**src/rtl/spongent_absorb_padder.sv**
```systemverilog
// rtl/spongent_absorb_padder.sv - splits message words into rate blocks and appends the Spongent pad block
// Optional message-length counter enabled by defining SPONGENT_MSG_LEN_EN.
module spongent_absorb_padder #(
  parameter int DATA_WIDTH = 64,
  parameter int R_WIDTH    = 8,
  parameter int CNT_WIDTH  = 4
) (
  input  logic                  clk,
  input  logic                  rst,
  input  logic [DATA_WIDTH-1:0] s_data,
  input  logic                  s_valid,
  input  logic                  s_last,
  input  logic [CNT_WIDTH-1:0]  s_bytes,
  output logic                  s_ready,
  output logic [R_WIDTH-1:0]    m_block,
  output logic                  m_valid,
  output logic                  m_last,
  input  logic                  m_ready,
  output logic                  busy
`ifdef SPONGENT_MSG_LEN_EN
  ,
  output logic [31:0]           msg_len,
  output logic                  msg_len_valid
`endif
);

  localparam int NBLK = DATA_WIDTH / R_WIDTH;
  localparam logic [CNT_WIDTH-1:0] NBLK_C = CNT_WIDTH'(NBLK);
  localparam logic [R_WIDTH-1:0] PAD_BLOCK = {1'b1, {(R_WIDTH-1){1'b0}}};

  typedef enum logic [1:0] {IDLE, SHIFT, PAD} state_t;

  state_t                state;
  state_t                state_nxt;
  logic [DATA_WIDTH-1:0] sreg;
  logic [CNT_WIDTH-1:0]  cnt;
  logic [CNT_WIDTH-1:0]  load_cnt;
  logic                  last_f;
  logic                  in_hs;
  logic                  out_hs;

  // Non-final words always carry a full set of blocks; oversized counts are clamped.
  assign load_cnt = (s_last && (s_bytes < NBLK_C)) ? s_bytes : NBLK_C;
  assign s_ready  = (state == IDLE) && !rst;
  assign in_hs    = s_valid && s_ready;
  assign out_hs   = m_valid && m_ready;
  assign busy     = (state != IDLE);

  always_comb begin
    state_nxt = state;
    m_valid   = 1'b0;
    m_last    = 1'b0;
    m_block   = '0;
    case (state)
      IDLE: begin
        if (in_hs) state_nxt = (load_cnt != '0) ? SHIFT : PAD;
      end
      SHIFT: begin
        m_valid = 1'b1;
        m_block = sreg[DATA_WIDTH-1 -: R_WIDTH];
        if (out_hs && (cnt == CNT_WIDTH'(1))) state_nxt = last_f ? PAD : IDLE;
      end
      PAD: begin
        m_valid = 1'b1;
        m_last  = 1'b1;
        m_block = PAD_BLOCK;
        if (out_hs) state_nxt = IDLE;
      end
      default: state_nxt = IDLE;
    endcase
  end

  always_ff @(posedge clk) begin
    if (rst) begin
      state  <= IDLE;
      sreg   <= '0;
      cnt    <= '0;
      last_f <= 1'b0;
    end else begin
      state <= state_nxt;
      if (in_hs) begin
        sreg   <= s_data;
        last_f <= s_last;
        cnt    <= load_cnt;
      end else if ((state == SHIFT) && out_hs) begin
        sreg <= sreg << R_WIDTH;
        cnt  <= cnt - CNT_WIDTH'(1);
      end
    end
  end

`ifdef SPONGENT_MSG_LEN_EN
  // Length of a finished message stays readable until the next message starts.
  always_ff @(posedge clk) begin
    if (rst) begin
      msg_len       <= '0;
      msg_len_valid <= 1'b0;
    end else if (in_hs) begin
      msg_len_valid <= 1'b0;
      if (msg_len_valid) msg_len <= '0;
    end else if (out_hs && (state == SHIFT)) begin
      msg_len <= msg_len + 32'd1;
    end else if (out_hs && (state == PAD)) begin
      msg_len_valid <= 1'b1;
    end
  end
`endif

endmodule

```
**config.mk**
```make
export PLATFORM = sky130hd
export DESIGN_NAME = spongent_absorb_padder
export DESIGN_NICKNAME = d
export VERILOG_FILES = /design/src/rtl/spongent_absorb_padder.sv
export SDC_FILE = /design/constraint.sdc
export NUM_CORES = 1
export LEC_CHECK = 0
export BUFFER_PORTS_ARGS = -buffer_cell sky130_fd_sc_hd__buf_2
export CAP_MARGIN = 40
export CORE_MARGIN = 2
export CORE_UTILIZATION = 58
export DETAILED_ROUTE_END_ITERATION = 10
export MAX_ROUTING_LAYER = met4
export PLACE_DENSITY_LB_ADDON = 0.15
export SLEW_MARGIN = 30
export SYNTH_ARGS = -nofsm -noshare
export SYNTH_HDL_FRONTEND = slang
export SYNTH_SLANG_ARGS = --single-unit
```
**constraint.sdc**
```tcl
create_clock -name clk -period 5.15 [get_ports clk]
set_input_delay 0.515 -clock clk [delete_from_list [all_inputs] [get_ports clk]]
set_output_delay 0.515 -clock clk [all_outputs]
set_load 0.01 [all_outputs]
```
# Yosys cells after proc, flatten, opt, wreduce, memory -nomap -nowiden

Index checks and enable logic that the tools add are counted.

Register bits: 71
Output and inout port bits: 12
Word-level logic and storage cells: 39

Add/subtract/negate cells: 1
$lt $le $gt $ge: 1
Equality and inequality tests: 6
Muxes and demuxes: 14
Reduce and logical (&&, ||, !) cells: 13

Operators with widths:

| cell                  | count |
|---|---|
| $mux W64              | 2 |
| $pmux W8 S2           | 1 |
| $mux W4               | 3 |
| $mux W2               | 5 |
| $logic_and A1 B1 Y1   | 6 |
| $ne A2 B2 Y1 const B  | 3 |
| $pmux W2 S3           | 1 |
| $eq A4 B1 Y1 const B  | 1 |
| $lt A4 B4 Y1 const B  | 1 |
| $reduce_bool A2 Y1    | 2 |
| $reduce_bool A4 Y1    | 1 |
| $sub A4 B1 Y4 const B | 1 |
| $reduce_and A3 Y1     | 1 |
| $eq A2 B1 Y1 const B  | 1 |
| $eq A2 B2 Y1 const B  | 1 |
| $logic_not A2 Y1      | 1 |
| $mux W1               | 2 |
| $reduce_or A2 Y1      | 1 |
| $logic_not A1 Y1      | 1 |

# Logic depth before layout (Yosys ltp)

Gate-level depths: netlist of the first run.

Word-level depth: 7
Gate-level depth with buffers: 8
Mapped depth without buffers: 6

# Least setup slack after synthesis of the first run

Ideal clock, no wire load.

Path type: reg-to-reg
Start point: register state[0]
End point: register sreg[13]
Data arrival time: 1.594 ns
Setup slack: 3.468 ns
Stages on the path, launching flop included: 9
Buffers on the path: 3
Path through: dfxtp_1 > inv_1 > ha_1 > buf_6 > nand3_2 > buf_6 > buf_2 > nand2_1 > a311oi_2

Cells in the longest elaborated chain, start to end: 6
Elaborated cells on any way between the ends: 11
Those cells by class: eq/ne (2); mux (2); reduce/logical (7)

Ends and longest elaborated chain:

| item                                                | RTL line | RTL |
|---|---|---|
| from (decl)                                         | 33       | `state_t state;` |
| from (signal assigned)                              | 80       | `state <= state_nxt;` |
| $eq A2 B1 Y1 / $eq A2 B2 Y1 (equally long branches) | 54       | `case (state)` |
| $reduce_or A2 Y1 (no line) *                        | n/a      |  |
| $mux W1 *                                           | 54       |  |
| named net m_valid                                   | 16       | `output logic m_valid,` |
| $logic_and A1 B1 Y1 *                               | 46       | `assign out_hs = m_valid && m_ready;` |
| $logic_and A1 B1 Y1 *                               | 85       | `end else if ((state == SHIFT) && out_hs) begin` |
| $reduce_bool A2 Y1 (no line) *                      | n/a      |  |
| to (signal assigned)                                | 82       | `sreg <= s_data;` |
| to (signal assigned)                                | 86       | `sreg <= sreg << R_WIDTH;` |
| to (decl)                                           | 35       | `logic [DATA_WIDTH-1:0] sreg;` |

The timed path passes the listed nets; every way through them passes the cells marked *.
A chain may end at the register's enable or synchronous reset.

# Final worst setup path of the first run

Start point: register state[1]
End point: register cnt[3]

Cells in the longest elaborated chain, start to end: 6
Elaborated cells on any way between the ends: 11
Those cells by class: eq/ne (2); mux (2); reduce/logical (7)

Ends and longest elaborated chain:

| item                                                | RTL line | RTL |
|---|---|---|
| $eq A2 B1 Y1 / $eq A2 B2 Y1 (equally long branches) | 54, 85   |  |
| $reduce_or A2 Y1 (no line)                          | n/a      |  |
| $mux W1                                             | 54       |  |
| $logic_and A1 B1 Y1                                 | 46       |  |
| $logic_and A1 B1 Y1                                 | 85       |  |
| $reduce_bool A2 Y1 (no line)                        | n/a      |  |
| to (signal assigned)                                | 84       | `cnt <= load_cnt;` |
| to (signal assigned)                                | 87       | `cnt <= cnt - CNT_WIDTH'(1);` |
| to (decl)                                           | 36       | `logic [CNT_WIDTH-1:0] cnt;` |

Several ways; a longest one is shown, not always the timed one.

==> results of run 1 <==
==> state kept, by name (all words and copies together) (netlist names) <==
register	flops
state	2
last_f	1
sreg	64
cnt	4
==> kinds of logic after synthesis <==
kind of cell	count (synthesis)	share of synthesized area
compound gates	83	0.2806
xor+xnor	2	0.004797
fa+ha+maj	5	0.01713
buf+inv	42	0.07092
flops	71	0.3892
simple gates	211	0.2374
==> power by group through the flow <==
stage	Clock, W	Sequential (W)	Combinational (W)
2_1_floorplan	0	0.000719	0.000454
4_1_cts	0.000537	0.000729	0.000542
3_3_place_gp	0	0.000737	0.000514
6_report	0.000531	0.000729	0.000542
3_5_place_dp	0	0.000740	0.000539
5_1_grt	0.000564	0.000742	0.000601
==> worst min-delay path, delay by kind of cell <==
family	cells	cell delay (ps)
simple gates	1	40
buf+inv	1	80
compound gates	1	50
==> worst paths after layout <==
path | cells after the start | to | slack [ps]
hold reg to reg | 2 | sreg[1]$_SDFFE_PP0P_ | 460
setup / recovery | 7 | cnt[3]$_SDFFE_PP0P_ | 2600
hold / removal | 3 | last_f$_SDFFE_PP0P_ | 390
setup reg to reg | 7 | cnt[3]$_SDFFE_PP0P_ | 2600
==> per-layer routing <==
layer,up-vias,wire [um],GRT usage
li1,1566,-,-
met1,1469,3659,0.3148
met2,82,3918,0.3915
met3,8,405,0.06561
met4,0,114,0.07004
met5,-,0,-
==> cell usage after synthesis (2+ instances only) <==
library cell	count	area share
and3_1	8	0.014
a21oi_1	14	0.019
nor2b_1	3	0.0051
buf_2	21	0.029
o21ai_1	3	0.0041
a311oi_2	57	0.23
nand2_1	132	0.14
buf_6	10	0.031
ha_1	5	0.017
nand4b_1	2	0.0048
xnor2_1	2	0.0048
nand2b_1	2	0.0034
nor2_1	57	0.059
a211oi_2	2	0.0069
dfxtp_1	71	0.39
a21o_1	2	0.0041
inv_1	6	0.0062
a32oi_1	2	0.0048
clkbuf_1	5	0.0051
==> cells in the final DEF (no fill, tap or decap), types with 3 or more instances in the layout <==
| cell | count |
|---|---|
| a21oi_1 | 14 |
| a311oi_2 | 57 |
| and3_1 | 7 |
| buf_2 | 83 |
| buf_4 | 5 |
| bufinv_16 | 3 |
| clkbuf_8 | 9 |
| dfxtp_1 | 71 |
| ha_1 | 5 |
| inv_1 | 6 |
| nand2_1 | 132 |
| nor2_1 | 57 |
| nor2b_1 | 3 |
| o21ai_1 | 3 |
==> metrics by stage <==
stage / cell area [um2] / instances / utilization / worst slack, ps / hold WS (ps)
2_1_floorplan: 3652 / 414 / - / 3468 / 436.6
3_3_place_gp: 3969 / 541 / 0.6625 / 2680 / 445.2
3_5_place_dp: 4020 / 543 / 0.6711 / 2613 / 447.0
4_1_cts: 4257 / 559 / 0.7105 / 2604 / 382.8
5_1_grt: 4257 / 559 / 0.7105 / 2371 / 394.5
6_report: 4257 / 559 / 0.7105 / 2597 / 386.3
==> layout make-up <==
class                           count  area, um2  area share
Clock buffer                       10      127.6     0.02998
Clock inverter                      6      108.9     0.02557
Inverter                            6      22.52    0.005291
Multi-Input combinational cell    301       1982      0.4656
Sequential cell                    71       1421      0.3339
Tap cell                           75      93.84     0.02205
Timing Repair Buffer               90      500.5      0.1176
==> impl_results.md, run 1 <==
* Status: finished, final reports clean
* Post-route ant nets at 0
* TritonCTS Buffers at 9
* DRC at 0
* Count of final setup violators at 0
* Syn_area_per_cell at 8.822 um2
* Yosys Warn Count at 0
* Sw frac at 0.3296
* Die area at 6948 um2
* Crit path buffers/inverters at 2
* Count of antenna diodes in the layout at 0
* Required time of the critical path at 5410 ps
* Syn Std Cell Area at 3652 um2
* Root Buffer: clkbuf_8
* Vias in the first global route at 3,057
* Worst Skew at 11.97 ps
* Leak at 1.638 nW
* Cell family with the largest share of critical-path delay: simple AND/OR/NAND/NOR gates
* Tcrit/Tclk final at 0.4958
* Slew margin rel. at 0.5825
* Via count at 3,125
* Internal Power at 0.001208 W
* RSZ-0062 raised after global routing: no
* Seq/Total Area, Yosys at 0.3892
* Slowest cell on crit path: nand3_2
* Worst r2r src: state[1]$_SDFFE_PP0P_
* Synth Net Count at 492
* DRT Pass-1 Iters at 4
* Logic pwr share at 0.301
* Crit. Startpoint: state[1]$_SDFFE_PP0P_
* Max-cap violation count at 0
* I/O pins at 85
* Dpl hpwl at 5503 um
* Worst EP arrival at 2810 ps
* Pin count of the biggest net entering global routing at 61
* Max Fclk at 391.6 MHz
* Layout cell share with drive strength beyond 1 at 0.3492
* Total congestion overflow at 0
* Final Power at 0.001801 W
* Flop and latch count out of synthesis at 71
* Routed len/inst at 14.48 um
* Sw power at 0.0005937 W
* GRT Util Overall at 0.2482
* Reg power frac at 0.405
* DR iter-0 viols at 129
* Post-CTS sizing at 0
* Latest clock arrival within the worst-skew pair at 340 ps
* Hold buffers post-CTS at 0
* CTS sink cnt at 71
* Avg Vias per Cell at 5.590
* Placement Rows at 28
* Hold Vio Cnt, Final at 0
* Min-Delay Path Class: in -> reg
* Kind of start point of the critical path: register
* Gpl congestion at 0.7631
* CP Class: reg -> reg
* Async S/R FF share, synth at 0
* H-Tree Depth at 3
* Top_reg_cell synth: dfxtp_1
* Minimum clock period after layout at 2553 ps
* CP cell instances: inv_1, ha_1, nand3_2, buf_4, nor4_2, xnor2_1, a211oi_2
* Peak VDD IR at 0.2880 mV
* Clock power share at 0.295
* Chip width at 83.36 um
* Power Density at 423.2 nW/um2
* Distinct cell type count after synthesis at 29
* Worst path max stage delay at 550 ps
* Initial antenna violation count at 0
* Starting Density at 0.6096
* Mapped Cells at 414
* Final WL at 8097 um
* Layout Nets at 557
* Worst-path fanout max at 31
* Slew Viols, Final at 0
* Core area at 5991 um2
* Die H at 83.36 um
* Slew @ Worst Pin at 626.2 ps
* Clock-pin slew on the worst setup and hold paths at 70 ps
* Post-CTS setup buffer count at 0
* Worst Setup End Kind: register
* CTS tree: done
* I/O Buffers at 84
* Layout fillers at 481
* Setup_tns at 0 ps
* First-pass GRT wire length at 13,970 um
* HP Start: s_last
* Number of flops mapped to enable cells by yosys at 0
* Synthesis-to-finish area growth at 16.55%
* Max Buffers Root-to-Sink at 2
Power figures use the tool's default switching activity.
==> run 2, diff against run 1 <==
CORE_UTILIZATION = 54   (was 58)
clock period = 2.57 ns   (was 5.15 ns; I/O delays follow)
==> run 2 against run 1 <==
Net effect: maximum frequency up 22%; core utilization decreased by 5.1 points; clock power is 75% higher; global-route usage down 1.7 points; highest routed layer unchanged.
==> impl_results.md, run 2 (same netlist as run 1, synthesis figures left out) <==
* Status: finished, final reports clean
* RSZ-0062 raised after global routing: no
* Initial antenna violation count at 0 (unchanged)
* Layout Nets at 559 (+0.36%)
* Layout fillers at 564 (+17%)
* Min-Delay Path Class: in -> reg
* CP Class: reg -> reg
* Avg Vias per Cell at 5.536 (-0.96%)
* CTS sink cnt at 71 (unchanged)
* TritonCTS Buffers at 9 (unchanged)
* Setup_tns at 0 ps (unchanged)
* Worst-path fanout max at 16 (-48%)
* Largest register FFs at 64 (unchanged)
* DR iter-0 viols at 108 (-16%)
* Slew margin rel. at 0.5843 (+0.001739)
* Pin count of the biggest net entering global routing at 50 (-18%)
* GRT Util Overall at 0.2313 (-0.01691)
* Max-cap violation count at 0 (unchanged)
* Slew Viols, Final at 0 (unchanged)
* Starting Density at 0.5655 (-0.04417)
* Peak VDD IR at 0.4497 mV (+56%)
* Final core utilization at 0.6594 (-0.05109)
* Worst Setup End Kind: register
* Die area at 7437 um2 (+7.0%)
* Worst Skew at 9.845 ps (-2.126 ps)
* Commonest non-fill, non-tap cell in the layout: nand2_1
* Kind of start point of the critical path: register
* Routed len/inst at 14.29 um (-1.4%)
* Tcrit/Tclk final at 0.8128 (+0.3170)
* Die H at 86.24 um (+3.5%)
* First-pass GRT wire length at 13,540 um (-3.1%)
* CTS tree: done
* DRC at 0 (unchanged)
* Most flops, register: sreg
* Largest regs: sreg: 64 flops, cnt: 4 flops, state: 2 flops
* Required time of the critical path at 2810 ps (-2600 ps)
* Finished Layout Cells at 563 (+0.72%)
* Minimum clock period after layout at 2089 ps (-464.5 ps)
* DRT Pass-1 Iters at 4 (unchanged)
* Hold Vio Cnt, Final at 0 (unchanged)
* Post-CTS sizing at 0 (unchanged)
* Count of antenna diodes in the layout at 0 (unchanged)
* Placed Cells at 547 (+0.74%)
* Via count at 3,117 (-0.26%)
* Dpl hpwl at 5528 um (+0.45%)
* Power Density at 818.9 nW/um2 (+93%)
* Layout cell share with drive strength beyond 1 at 0.3539 (+0.004736)
* I/O pins at 85 (unchanged)
* Vias in the first global route at 2,968 (-2.9%)
* Max Fclk at 478.7 MHz (+22%)
* Placement Rows at 29 (+3.6%)
* Synthesis-to-finish area growth at 16.62% (about the same)
* Core area at 6459 um2 (+7.8%)
* Root Buffer: clkbuf_8
* Leak at 1.642 nW (+0.25%)
* Chip width at 86.24 um (+3.5%)
* Gpl congestion at 0.7604 (-0.35%)
* Final hold slack at 134.5 ps (-251.8 ps)
* Post-CTS setup buffer count at 0 (unchanged)
* I/O Buffers at 84 (unchanged)
* Total congestion overflow at 0 (unchanged)
* Latest clock arrival within the worst-skew pair at 330 ps (about the same)
* Final WL at 8043 um (-0.67%)
* Final Power at 0.003488 W (+94%)
* Slew @ Worst Pin at 623.6 ps (-2.609 ps)
* Commonest cells after routing, fill and taps aside: 132 x nand2_1, 83 x buf_2, 71 x dfxtp_1
* Clock-pin slew on the worst setup and hold paths at 80 ps (about the same)
* Worst EP arrival at 2330 ps (-480 ps)
* Post-route ant nets at 0 (unchanged)
* Max Buffers Root-to-Sink at 2 (unchanged)
* Hold buffers post-CTS at 0 (unchanged)
* Count of final setup violators at 0 (unchanged)
* H-Tree Depth at 3 (unchanged)
## run 2: cell types whose count changed in the layout (fill, tap and decap cells not counted), sizes merged
| cell | before | now |
|---|---|---|
| bufinv | 3 | 1 |
| clkinvlp | 0 | 1 |
| clkbuf | 10 | 11 |
| buf | 90 | 92 |
## run 2: area by class of cell
| cell class | count | area (um2) | share of cell area |
|---|---|---|---|
| multi-input combinational | 301 | 1978 | 0.4645 |
| clock inverter | 5 | 56.30 | 0.01322 |
| tap | 77 | 96.34 | 0.02262 |
| timing repair buffer | 92 | 533.0 | 0.1251 |
| inverter | 6 | 22.52 | 0.005288 |
| clock buffer | 11 | 151.4 | 0.03555 |
| sequential | 71 | 1421 | 0.3337 |
## run 2: report_power, final
part           internal, W  switching [W]
sequential         0.00133       0.000135
clock             0.000500       0.000428
combinational     0.000468       0.000628
## run 2: through the flow
stage                     worst slack, ps  cell area, um2
after floorplan                     888.2            3652
after global placement              595.7            4051
after detailed placement            513.7            4051
after CTS                           487.2            4259
after global routing                340.8            4259
final                               481.1            4259
## run 2: worst paths after layout
kind	startpoint	endpoint	slack [ps]	cells after the start
setup / recovery	state[1]$_SDFFE_PP0P_	sreg[21]$_SDFFE_PP0P_	480	6
hold / removal	s_last	last_f$_SDFFE_PP0P_	130	3
setup reg to reg	state[1]$_SDFFE_PP0P_	sreg[21]$_SDFFE_PP0P_	480	6
hold reg to reg	sreg[4]$_SDFFE_PP0P_	sreg[4]$_SDFFE_PP0P_	460	2
## run 2: worst max-delay path: stages (launching register included)
cell	delay (ps)
dfxtp_1	360
inv_1	70
ha_1	470
and3_2	470
buf_4	280
nand2_1	100
a311oi_2	240
## run 2: routing by layer
layer	vias to the layer above	track usage	part of all wire
met4	0	0.05966	0.012
met3	10	0.04571	0.051
met5	-	-	0
li1	1575	-	-
met2	97	0.3756	0.49
met1	1435	0.2976	0.45
==> run 3, diff against run 2 <==
ABC_AREA = 1   (was not set)
CORE_UTILIZATION = 48   (was 54)
clock period = 1.75 ns   (was 2.57 ns; I/O delays follow)
==> run 3 against run 2 <==
Net effect: power increased by 46%; cell count increased by 28%; hold slack got worse by 52 ps; critical path depth decreased by 1; global-route usage decreased by 1.5 points; worst setup slack got worse by 390 ps; clock skew about the same; clock-buffer cell count increased by 1; core utilization decreased by 4.5 points; highest routed layer unchanged.
==> impl_results.md, run 3 <==
* GRT Util Overall at 0.2160 (-0.01530)
* Placement Rows at 30 (+3.4%)
* CP Class: reg -> out
* DRT Pass-1 Iters at 4 (unchanged)
* CTS sink cnt at 71 (unchanged)
* Max-cap violation count at 0 (unchanged)
* Most frequent cell after synthesis: nand2_1
* Total congestion overflow at 0 (unchanged)
* Chip width at 88.74 um (+2.9%)
* Kind of start point of the critical path: register
* Max Fclk at 603.3 MHz
* Worst Setup End Kind: output port
* Largest regs: sreg: 64 flops, cnt: 4 flops, state: 2 flops
* I/O Buffers at 84 (unchanged)
* Required time of the critical path at 1570 ps (-1240 ps)
* First-pass GRT wire length at 13,020 um (-3.9%)
* Peak VDD IR at 0.5066 mV (+13%)
* Seq/Total Area, Yosys at 0.4123 (+0.02317)
* Gpl congestion at 0.8357 (+9.9%)
* Final WL at 7887 um (-1.9%)
* Tcrit/Tclk final at 0.9471
* Pin count of the biggest net entering global routing at 43 (-14%)
* Root Buffer: clkbuf_8
* Worst EP arrival at 1480 ps (-850 ps)
* Slew @ Worst Pin at 379.9 ps (-243.7 ps)
* Dpl hpwl at 5422 um (-1.9%)
* Largest register FFs at 64 (unchanged)
* Die area at 7875 um2 (+5.9%)
* CTS tree: done
* Max Buffers Root-to-Sink at 2 (unchanged)
* H-Tree Depth at 3 (unchanged)
* Worst-path fanout max at 8 (-8)
* Count of antenna diodes in the layout at 0 (unchanged)
* Vias in the first global route at 3,041 (+2.5%)
* Die H at 88.74 um (+2.9%)
* Clock-pin slew on the worst setup and hold paths at 80 ps (about the same)
* Number of flops mapped to enable cells by yosys at 0 (unchanged)
* Core area at 6869 um2 (+6.4%)
* I/O pins at 85 (unchanged)
* Commonest non-fill, non-tap cell in the layout: nand2_1
* Mapped Cells at 542 (+31%)
* Internal Power at 0.003286 W (+43%)
* Logic pwr share at 0.338 (+0.024)
* Clock power share at 0.268 (+0.002)
* Placed Cells at 705 (+29%)
* Commonest cells after routing, fill and taps aside: 233 x nand2_1, 84 x buf_2, 74 x inv_1
* Syn_area_per_cell at 6.360 um2 (-28%)
* Minimum clock period after layout at 1657 ps
* Finished Layout Cells at 722 (+28%)
* Setup_tns at 0 ps (unchanged)
* Via count at 3,411 (+9.4%)
* Yosys top cell by area: dfxtp_1
* Yosys top cell area share at 0.4123 (+0.02317)
* Yosys Warn Count at 0 (unchanged)
* Hold Vio Cnt, Final at 0 (unchanged)
* Final Power at 0.005076 W (+46%)
* Latest clock arrival within the worst-skew pair at 340 ps (about the same)
* Async S/R FF share, synth at 0 (unchanged)
* Min-Delay Path Class: in -> reg
* Reg power frac at 0.395 (-0.024)
* Post-CTS setup buffer count at 0 (unchanged)
* Distinct cell type count after synthesis at 18 (-38%)
* Sw frac at 0.3526 (+0.01105)
* Slew margin rel. at 0.7467 (+0.1625)
* Avg Vias per Cell at 4.724 (-15%)
* Initial antenna violation count at 0 (unchanged)
* Routed len/inst at 10.92 um (-24%)
* Synth top cells by count: 233 x nand2_1, 75 x inv_1, 71 x dfxtp_1
* Power Density at 1202 nW/um2 (+47%)
* Synth Net Count at 620 (+26%)
* DRC at 0 (unchanged)
* Syn Std Cell Area at 3447 um2 (-5.6%)
* Hold buffers post-CTS at 0 (unchanged)
* Leak at 2.329 nW (+42%)
* Count of final setup violators at 0 (unchanged)
* Post-Place Setup Slack at 99.00 ps (-414.7 ps)
* Sw power at 0.001790 W (+50%)
* Slew Viols, Final at 0 (unchanged)
* Status: finished, final reports clean
* Top_reg_cell synth: dfxtp_1
* RSZ-0062 raised after global routing: no
* Layout Nets at 699 (+25%)
* Post-route setup slack at 92.57 ps (-388.5 ps)
* Synthesis-to-finish area growth at 22.50%
* Synth top area cells: dfxtp_1 41%, nand2_1 25%, nand3_1 8.6%
* Starting Density at 0.5018 (-0.06366)
* Layout cell share with drive strength beyond 1 at 0.1901 (-0.1638)
* TritonCTS Buffers at 9 (unchanged)
* Most flops, register: sreg
* Flop and latch count out of synthesis at 71 (unchanged)
* Worst Skew at 9.667 ps (-0.1780 ps)
* DR iter-0 viols at 98 (-9.3%)
* Post-route ant nets at 0 (unchanged)
==> run 3: cell types whose count changed after synthesis, sizes merged, moves of 6 or more <==
| cell | delta |
|---|---|
| a311oi | -57 |
| and3 | -8 |
| buf | -6 |
| inv | +72 |
| nand2 | +100 |
| nand3 | +59 |
| nor2 | -30 |
| o211ai | +8 |
| o21ai | +12 |
==> run 3: area by class of cell <==
class	instances	area, um2
clock inverter	4	53.80
multi-input combinational	364	1594
timing repair buffer	96	578.1
fill	685	2646
sequential	71	1423
tap	96	120.1
clock buffer	12	155.1
inverter	79	299.0
==> run 3: worst paths after layout <==
check / from / endpoint / slack [ps] / cells after the start
setup / recovery: state[1]$_SDFFE_PP0P_ / m_block[7] / 90 / 5
setup reg to reg: state[1]$_SDFFE_PP0P_ / sreg[19]$_SDFFE_PP0P_ / 150 / 11
hold reg to reg: sreg[8]$_SDFFE_PP0P_ / sreg[8]$_SDFFE_PP0P_ / 470 / 2
hold / removal: s_data[6] / sreg[6]$_SDFFE_PP0P_ / 80 / 3
==> run 3: cell families after synthesis <==
logic type	Yosys count	synth area share
simple gates	322	0.3753
buf+inv	107	0.1347
fa+ha+maj	5	0.01815
compound gates	37	0.05953
flops	71	0.4123
==> run 3: power by group through the flow <==
| stage | logic (W) | clock network, W | registers [W] |
|---|---|---|---|
| 5_1_grt | 0.00196 | 0.00145 | 0.00203 |
| 3_5_place_dp | 0.00162 | 0 | 0.00203 |
| 3_3_place_gp | 0.00159 | 0 | 0.00203 |
| 6_report | 0.00171 | 0.00136 | 0.00200 |
| 2_1_floorplan | 0.00123 | 0 | 0.00199 |
| 4_1_cts | 0.00164 | 0.00139 | 0.00200 |
==> run 3: metrics by stage <==
stage                     cell area (um2)  utilization  hold WS (ps)
after CTS                            4164       0.6062         72.43
after global routing                 4223       0.6148         89.64
after global placement               3953       0.5754         423.6
after detailed placement             3953       0.5754         435.8
final                                4223       0.6148         82.28
after floorplan                      3447            -         319.6
==> run 3: metal layers <==
layer | track usage | share of wire | up-vias
li1 | - | - | 1805
met1 | 0.2637 | 0.48 | 1527
met2 | 0.3623 | 0.47 | 71
met3 | 0.03078 | 0.040 | 8
met4 | 0.07851 | 0.013 | 0
met5 | - | 0 | -
==> run 3: worst max-delay path, stage by stage, from the launching register on <==
cell and delay, ps:
dfxtp_1 370, inv_2 80, ha_4 280, inv_1 120, a21oi_1 150, buf_2 150
==> run 3: repair_timing <==
| action | 4_1_cts | 5_1_grt |
|---|---|---|
| setup endpoints to repair | 1 | 60 |
| cloned | 0 | 1 |
| resized for setup | 1 | 6 |
| hold endpoints to repair | 0 | 0 |
